`config.mk`:
```
export PLATFORM = sky130hd
export DESIGN_NAME = seg7_scan_driver
export DESIGN_NICKNAME = d
export VERILOG_FILES = /design/src/rtl/seg7_pkg.sv /design/src/rtl/seg7_digit_sel.sv /design/src/rtl/seg7_scan_driver.sv
export SDC_FILE = /design/constraint.sdc
export NUM_CORES = 1
export LEC_CHECK = 0
export CORE_ASPECT_RATIO = 1.5
export CORE_MARGIN = 8
export CORE_UTILIZATION = 28
export DETAILED_ROUTE_END_ITERATION = 12
export HOLD_SLACK_MARGIN = 0.12
export MAX_ROUTING_LAYER = met4
export PLACE_DENSITY = 0.48
export SETUP_SLACK_MARGIN = 0.2
export SYNTH_ARGS = -nofsm -noshare
export SYNTH_HDL_FRONTEND = slang
export SYNTH_SLANG_ARGS = --single-unit
```
`constraint.sdc`:
```
create_clock -name clock -period 3.5 [get_ports clock]
set_input_delay 0.35 -clock clock [delete_from_list [all_inputs] [get_ports clock]]
set_output_delay 0.35 -clock clock [all_outputs]
set_load 0.02 [all_outputs]
```
`src/rtl/seg7_pkg.sv`:
```
// Shared display codes, segment patterns and the code-to-segment encoder.
package seg7_pkg;

    // Non-numeric display codes carried on the 4-bit code path
    localparam logic [3:0] CODE_E     = 4'hA;
    localparam logic [3:0] CODE_BLANK = 4'hB;
    localparam logic [3:0] CODE_R     = 4'hC;
    localparam logic [3:0] CODE_MINUS = 4'hF;

    // Segment patterns, a..g with a in the MSB, active low
    localparam logic [6:0] SEG_0     = 7'b0000001;
    localparam logic [6:0] SEG_1     = 7'b1001111;
    localparam logic [6:0] SEG_2     = 7'b0010010;
    localparam logic [6:0] SEG_3     = 7'b0000110;
    localparam logic [6:0] SEG_4     = 7'b1001100;
    localparam logic [6:0] SEG_5     = 7'b0100100;
    localparam logic [6:0] SEG_6     = 7'b0100000;
    localparam logic [6:0] SEG_7     = 7'b0001111;
    localparam logic [6:0] SEG_8     = 7'b0000000;
    localparam logic [6:0] SEG_9     = 7'b0000100;
    localparam logic [6:0] SEG_E     = 7'b0110000;
    localparam logic [6:0] SEG_R     = 7'b1111010;
    localparam logic [6:0] SEG_MINUS = 7'b1111110;
    localparam logic [6:0] SEG_BLANK = 7'b1111111;

    // Map a display code to its active-low segment pattern
    function automatic logic [6:0] seg7_encode(input logic [3:0] code);
        case (code)
            4'h0:       return SEG_0;
            4'h1:       return SEG_1;
            4'h2:       return SEG_2;
            4'h3:       return SEG_3;
            4'h4:       return SEG_4;
            4'h5:       return SEG_5;
            4'h6:       return SEG_6;
            4'h7:       return SEG_7;
            4'h8:       return SEG_8;
            4'h9:       return SEG_9;
            CODE_E:     return SEG_E;
            CODE_R:     return SEG_R;
            CODE_MINUS: return SEG_MINUS;
            default:    return SEG_BLANK;
        endcase
    endfunction

endpackage

```
`src/rtl/seg7_digit_sel.sv`:
```
// Combinational per-digit code selection: error message, invalid BCD,
// sign placement and leading-zero suppression for the digit at idx.
module seg7_digit_sel
    import seg7_pkg::*;
#(
    parameter int unsigned N_DIGITS = 4
) (
    input  logic [4*N_DIGITS-1:0]       digits,
    input  logic [N_DIGITS-1:0]         dp_mask,
    input  logic                        neg,
    input  logic                        error,
    input  logic                        lz_en,
    input  logic [$clog2(N_DIGITS)-1:0] idx,
    output logic [3:0]                  code_c,
    output logic                        dp_on_c
);

    localparam int unsigned IDX_W = $clog2(N_DIGITS);
    localparam logic [IDX_W-1:0] TOP_IDX = IDX_W'(N_DIGITS - 1);
    localparam logic [IDX_W-1:0] ERR_R1  = IDX_W'(N_DIGITS - 2);
    localparam logic [IDX_W-1:0] ERR_R2  = IDX_W'(N_DIGITS - 3);

    logic [3:0]          nib [N_DIGITS];
    logic [N_DIGITS-1:0] lz_blank;
    logic                chain;
    logic [IDX_W-1:0]    msd;
    logic [IDX_W-1:0]    minus_pos;
    logic [3:0]          nib_sel;

    // Unpack the nibble bus into one entry per digit
    for (genvar g = 0; g < int'(N_DIGITS); g++) begin : g_nib
        assign nib[g] = digits[4*g +: 4];
    end

    // Blank the contiguous run of zero digits from the left; digit 0 always shows
    always_comb begin
        lz_blank = '0;
        chain    = lz_en;
        for (int i = int'(N_DIGITS) - 1; i >= 1; i--) begin
            if (chain && (nib[i] == 4'd0) && !dp_mask[i]) begin
                lz_blank[i] = 1'b1;
            end else begin
                chain = 1'b0;
            end
        end
    end

    // Highest digit left visible after suppression
    always_comb begin
        msd = '0;
        for (int i = 1; i < int'(N_DIGITS); i++) begin
            if (!lz_blank[i]) begin
                msd = IDX_W'(i);
            end
        end
    end

    // Minus hugs the number when suppressing, otherwise takes the leftmost digit
    assign minus_pos = (lz_en && (msd != TOP_IDX)) ? msd + 1'b1 : TOP_IDX;
    assign nib_sel   = nib[idx];

    // Priority-ordered code selection for the addressed digit
    always_comb begin
        code_c  = nib_sel;
        dp_on_c = dp_mask[idx] & ~error;
        if (error) begin
            if (idx == TOP_IDX) begin
                code_c = CODE_E;
            end else if ((idx == ERR_R1) || (idx == ERR_R2)) begin
                code_c = CODE_R;
            end else begin
                code_c = CODE_BLANK;
            end
        end else if (nib_sel > 4'd9) begin
            code_c = CODE_BLANK;
        end else if (neg && (idx == minus_pos)) begin
            code_c = CODE_MINUS;
        end else if (lz_blank[idx]) begin
            code_c = CODE_BLANK;
        end
    end

endmodule

```
`src/rtl/seg7_scan_driver.sv`:
```
// Multiplexed N-digit common-anode seven-segment driver with per-frame input
// snapshot, PWM brightness and frame-based blinking.
module seg7_scan_driver
    import seg7_pkg::*;
#(
    parameter int unsigned N_DIGITS     = 4,
    parameter int unsigned REFRESH_DIV  = 262144,
    parameter int unsigned BLINK_FRAMES = 64
) (
    input  logic                    clock,
    input  logic                    rst,
    input  logic [4*N_DIGITS-1:0]   digits_in,
    input  logic [N_DIGITS-1:0]     dp_in,
    input  logic                    neg,
    input  logic                    error,
    input  logic                    lz_en,
    input  logic                    blink_en,
    input  logic [3:0]              brightness,
    output logic [N_DIGITS-1:0]     anode,
    output logic [6:0]              seg,
    output logic                    dp
);

    localparam int unsigned SLOT_W  = $clog2(REFRESH_DIV);
    localparam int unsigned IDX_W   = $clog2(N_DIGITS);
    localparam int unsigned BLINK_W = (BLINK_FRAMES > 1) ? $clog2(BLINK_FRAMES) : 1;
    // Extra headroom so the full-scale product 16*REFRESH_DIV cannot wrap
    localparam int unsigned THR_W   = SLOT_W + 5;

    localparam logic [IDX_W-1:0]   TOP_IDX   = IDX_W'(N_DIGITS - 1);
    localparam logic [SLOT_W-1:0]  SLOT_LAST = SLOT_W'(REFRESH_DIV - 1);
    localparam logic [BLINK_W-1:0] BLINK_LAST = BLINK_W'(BLINK_FRAMES - 1);

    logic [SLOT_W-1:0]     slot_cnt;
    logic [IDX_W-1:0]      idx;
    logic                  frame_start_c;

    logic [4*N_DIGITS-1:0] snap_digits;
    logic [N_DIGITS-1:0]   snap_dp;
    logic                  snap_neg;
    logic                  snap_error;
    logic                  snap_lz;
    logic [3:0]            snap_bright;

    logic [BLINK_W-1:0]    blink_cnt;
    logic                  phase;

    logic [SLOT_W-1:0]     slot_q;
    logic [IDX_W-1:0]      idx_q;
    logic                  valid_q;

    logic [THR_W-1:0]      thr_c;
    logic                  slot_on_c;
    logic [3:0]            code_c;
    logic                  dp_on_c;

    assign frame_start_c = (idx == TOP_IDX) && (slot_cnt == '0);

    // Slot timer and digit index, scanning from the leftmost digit down to 0
    always_ff @(posedge clock or posedge rst) begin
        if (rst) begin
            slot_cnt <= '0;
            idx      <= TOP_IDX;
        end else if (slot_cnt == SLOT_LAST) begin
            slot_cnt <= '0;
            idx      <= (idx == '0) ? TOP_IDX : idx - 1'b1;
        end else begin
            slot_cnt <= slot_cnt + 1'b1;
        end
    end

    // Capture a coherent copy of the display inputs once per frame
    always_ff @(posedge clock or posedge rst) begin
        if (rst) begin
            snap_digits <= '0;
            snap_dp     <= '0;
            snap_neg    <= 1'b0;
            snap_error  <= 1'b0;
            snap_lz     <= 1'b0;
            snap_bright <= '0;
        end else if (frame_start_c) begin
            snap_digits <= digits_in;
            snap_dp     <= dp_in;
            snap_neg    <= neg;
            snap_error  <= error;
            snap_lz     <= lz_en;
            snap_bright <= brightness;
        end
    end

    // Blink frame counter; held cleared while blinking is off
    always_ff @(posedge clock or posedge rst) begin
        if (rst) begin
            blink_cnt <= '0;
            phase     <= 1'b0;
        end else if (!blink_en) begin
            blink_cnt <= '0;
            phase     <= 1'b0;
        end else if (frame_start_c) begin
            if (blink_cnt == BLINK_LAST) begin
                blink_cnt <= '0;
                phase     <= ~phase;
            end else begin
                blink_cnt <= blink_cnt + 1'b1;
            end
        end
    end

    // Delay the scan position one cycle so it lines up with the fresh snapshot
    always_ff @(posedge clock or posedge rst) begin
        if (rst) begin
            slot_q  <= '0;
            idx_q   <= '0;
            valid_q <= 1'b0;
        end else begin
            slot_q  <= slot_cnt;
            idx_q   <= idx;
            valid_q <= 1'b1;
        end
    end

    seg7_digit_sel #(
        .N_DIGITS (N_DIGITS)
    ) u_digit_sel (
        .digits  (snap_digits),
        .dp_mask (snap_dp),
        .neg     (snap_neg),
        .error   (snap_error),
        .lz_en   (snap_lz),
        .idx     (idx_q),
        .code_c  (code_c),
        .dp_on_c (dp_on_c)
    );

    assign thr_c     = ((THR_W'(snap_bright) + THR_W'(1)) * THR_W'(REFRESH_DIV)) >> 4;
    assign slot_on_c = THR_W'(slot_q) < thr_c;

    // Registered pin drivers: anode gated by PWM and blink, segments from the code
    always_ff @(posedge clock or posedge rst) begin
        if (rst) begin
            anode <= '1;
            seg   <= SEG_BLANK;
            dp    <= 1'b1;
        end else begin
            if (!valid_q || (blink_en && phase) || !slot_on_c) begin
                anode <= '1;
            end else begin
                anode <= ~(N_DIGITS'(1) << idx_q);
            end
            seg <= valid_q ? seg7_encode(code_c) : SEG_BLANK;
            dp  <= valid_q ? ~dp_on_c : 1'b1;
        end
    end

endmodule

```
==> flow_summary.yaml <==
routing:
  drc: 0
  wl_mm: 7.936
  ant_nets: 0
  wl_per_cell_um: 15.23
  drt_iter0_markers: 81
  drt_pass1_iterations: 5
  viasPerCell: 4.816
  vias: 2509
grt:
  grt_pass1_vias: 2692
  track_usage: 0.1036
  grt_start_max_net_pins: 51
  grt_overflow: 0
  grt_pass1_wl_mm: 13.25
  antenna_found_initial: 0
sta:
  layout_min_cycle_time_ns: 2.929
  finClkSkew_ns: 0.004507
  setup_ws_ns: 0.5712
  fin_crit_sh: 0.8368
  setup_tns_ns: 0
  grt_setup_unrepaired: "no"
  hold_viol_final: 0
  tightest_slew_ns: 0.7010
  drv_slew: 0
  slew_headroom: 0.5284
  setup-violations-final: 0
  fmax_ghz: 0.3414
synth:
  synth_top_cell_by_area: "dfrtp_1"
  synth_area_um2: 3602
  synth.area.top_cells: "dfrtp_1, dfstp_2, mux2_2"
  synth_fp_nets: 358
  yosysWarningCount: 0
  dominantRegCellSynth: "dfrtp_1"
  ys_seq_area_frac: 0.5120
  synth_cell_types: 49
  yosysTopAreaCellShare: 0.4099
  synth_seq_cells: 73
  syn_avg_cell_area_um2: 11.66
  ys_async_sr_fraction: 1.000
  syn_inst: 309
  synth_edf_count: 0
setup_path:
  endpoint_kind: "register"
  arrival_ns: 3.16
  crit_slowest_cell: "or4_1"
  crit_required_ns: 3.73
  worstSetupPathType: "reg2reg"
  slowest_delay_ns: 0.55
  start_kind: "register"
  path_max_fanout: 5
  path_cells: "or4_1 -> o41a_1 -> o31ai_4 -> a211o_1 -> and2_1 -> inv_1 -> ha_1 -> nand2b_1 -> nor4_1 -> a311oi_1"
power_and_ir_drop:
  power.leakage_nw: 1.951
  p_per_area_nw_per_um2: 404.9
  ir_drop_uv: 170.9
layout:
  layout_commonest_cell: "dfrtp_1"
  multiInputGateArea_um2: 1679
  fin_nets: 406
  drive_above_1_share: 0.1961
  nFillCells: 1267
  n_antenna_cell: 0
  regArea_um2: 1844
  syn2layout_area_growth_pct: 25.67
  mostFrequentLayoutCells: "dfrtp_1, clkdlybuf4s50_1, mux2_2, nor2_1, nand2_1"
  utilization: 0.3547
run_status:
  status: "completed"
cts:
  cts_setup_buffers: 0
  clockRootBuffer: "clkbuf_16"
  cts_resized: 0
  clk_latency_ns: 0.33
  h-tree-depth: 3
  clkSlewWorstSetupHoldPaths_ns: 0.06
  cts_made_buffers: 9
  cts_tree: "built"
  clockBufferDepth: 2
  cts_sinks: 73
  postCtsHoldBufs: 0
floorplan:
  start_util: 0.2823
  core_um2: 12760
  die-area_um2: 16830
  rows: 51
  pin_count: 42
  fp.dieH_um: 154.9
  die_w_um: 108.6
worst_hold_path:
  hp-class: "in2async"
run:
  cap_viol_max_count: 0
placement:
  post-dp-hpwl_mm: 5.989
  place.gp.congestion: 0.7703
  port_buffers: 41
  post-place-ws_ns: 0.5798
per-stage QoR:
step / cells / total power (W) / cell area (um2) / hold slack (ns)
6_report: 521 / 0.001833 / 4527 / 0.3889
5_1_grt: 521 / 0.001909 / 4527 / 0.4266
4_1_cts: 521 / 0.001870 / 4527 / 0.3964
3_5_place_dp: 505 / 0.0009248 / 4220 / 0.4144
3_3_place_gp: 505 / 0.0009246 / 4220 / 0.4112
2_1_floorplan: 309 / 0.0008789 / 3602 / 0.4023
report_power, final:
| part | total [W] | internal [W] | switching [W] |
|---|---|---|---|
| Combinational | 0.0000601 | 0.0000329 | 0.0000272 |
| Clock | 0.000925 | 0.000572 | 0.000353 |
| Sequential | 0.000848 | 0.000847 | 0.00000149 |
worst max-delay path: cells and delay by family (launching register included):
kind / cells / cell delay (ns)
buffers and inverters: 1 / 0.09
and+or+nand+nor: 4 / 1.12
adders and majority gates: 1 / 0.19
DFF: 1 / 0.39
AOI/OAI and AO/OA: 4 / 1.04
final timing paths:
| path | slack, ns | cells after the start | to | start |
|---|---|---|---|---|
| max reg2reg | 0.57 | 10 | seg[6] | snap_digits[6] |
| min | 0.39 | 2 | slot_cnt[9] | rst |
| min reg2reg | 0.42 | 0 | idx_q[0] | idx[0] |
| min in group clock | 0.42 | 0 | idx_q[0] | idx[0] |
| max | 0.57 | 10 | seg[6] | snap_digits[6] |
| max in group asynchronous | 2.41 | 3 | seg[0] | rst |
synthesized netlist by cell type, drive strengths merged (7+ instances only):
| cell | n |
|---|---|
| nand2 | 21 |
| xor2 | 8 |
| mux2 | 26 |
| nand4 | 9 |
| dfrtp | 59 |
| nor2 | 26 |
| xnor2 | 13 |
| nor3 | 7 |
| inv | 16 |
| nand3 | 9 |
| ha | 19 |
| dfstp | 14 |
state kept, by name, indices dropped and copies added, names as in the netlist:
signal       flops
anode            4
idx              2
phase            1
valid_q          1
snap_bright      4
snap_lz          1
blink_cnt        6
idx_q            2
snap_digits     16
dp               1
snap_dp          4
slot_cnt        18
seg              7
snap_neg         1
snap_error       1
slot_q           4
cell families after synthesis:
family / after synthesis / synth area share
flops: 73 / 0.5120
xor+xnor: 21 / 0.05106
mux: 34 / 0.1184
fa+ha+maj: 19 / 0.06600
other cells: 1 / 0.001041
buf+inv: 22 / 0.02431
simple gates: 102 / 0.1480
compound gates: 37 / 0.07920
cell type report:
type                            count  share of cell area
Timing Repair Buffer               43             0.09674
Tap cell                          159             0.04395
Clock inverter                      6             0.01493
Sequential cell                    73              0.4074
Multi-Input combinational cell    214              0.3709
Inverter                           16             0.01327
Clock buffer                       10             0.05279
per-layer routing:
layer / vias up / global-route usage / wire length (um)
met1: 1247 / 0.1019 / 2995
met3: 12 / 0.02899 / 342
met4: 0 / 0.04977 / 165
li1: 1202 / - / -
met2: 48 / 0.1820 / 4432
met5: - / - / 0
Note: power is estimated with default switching activity, not from simulation.
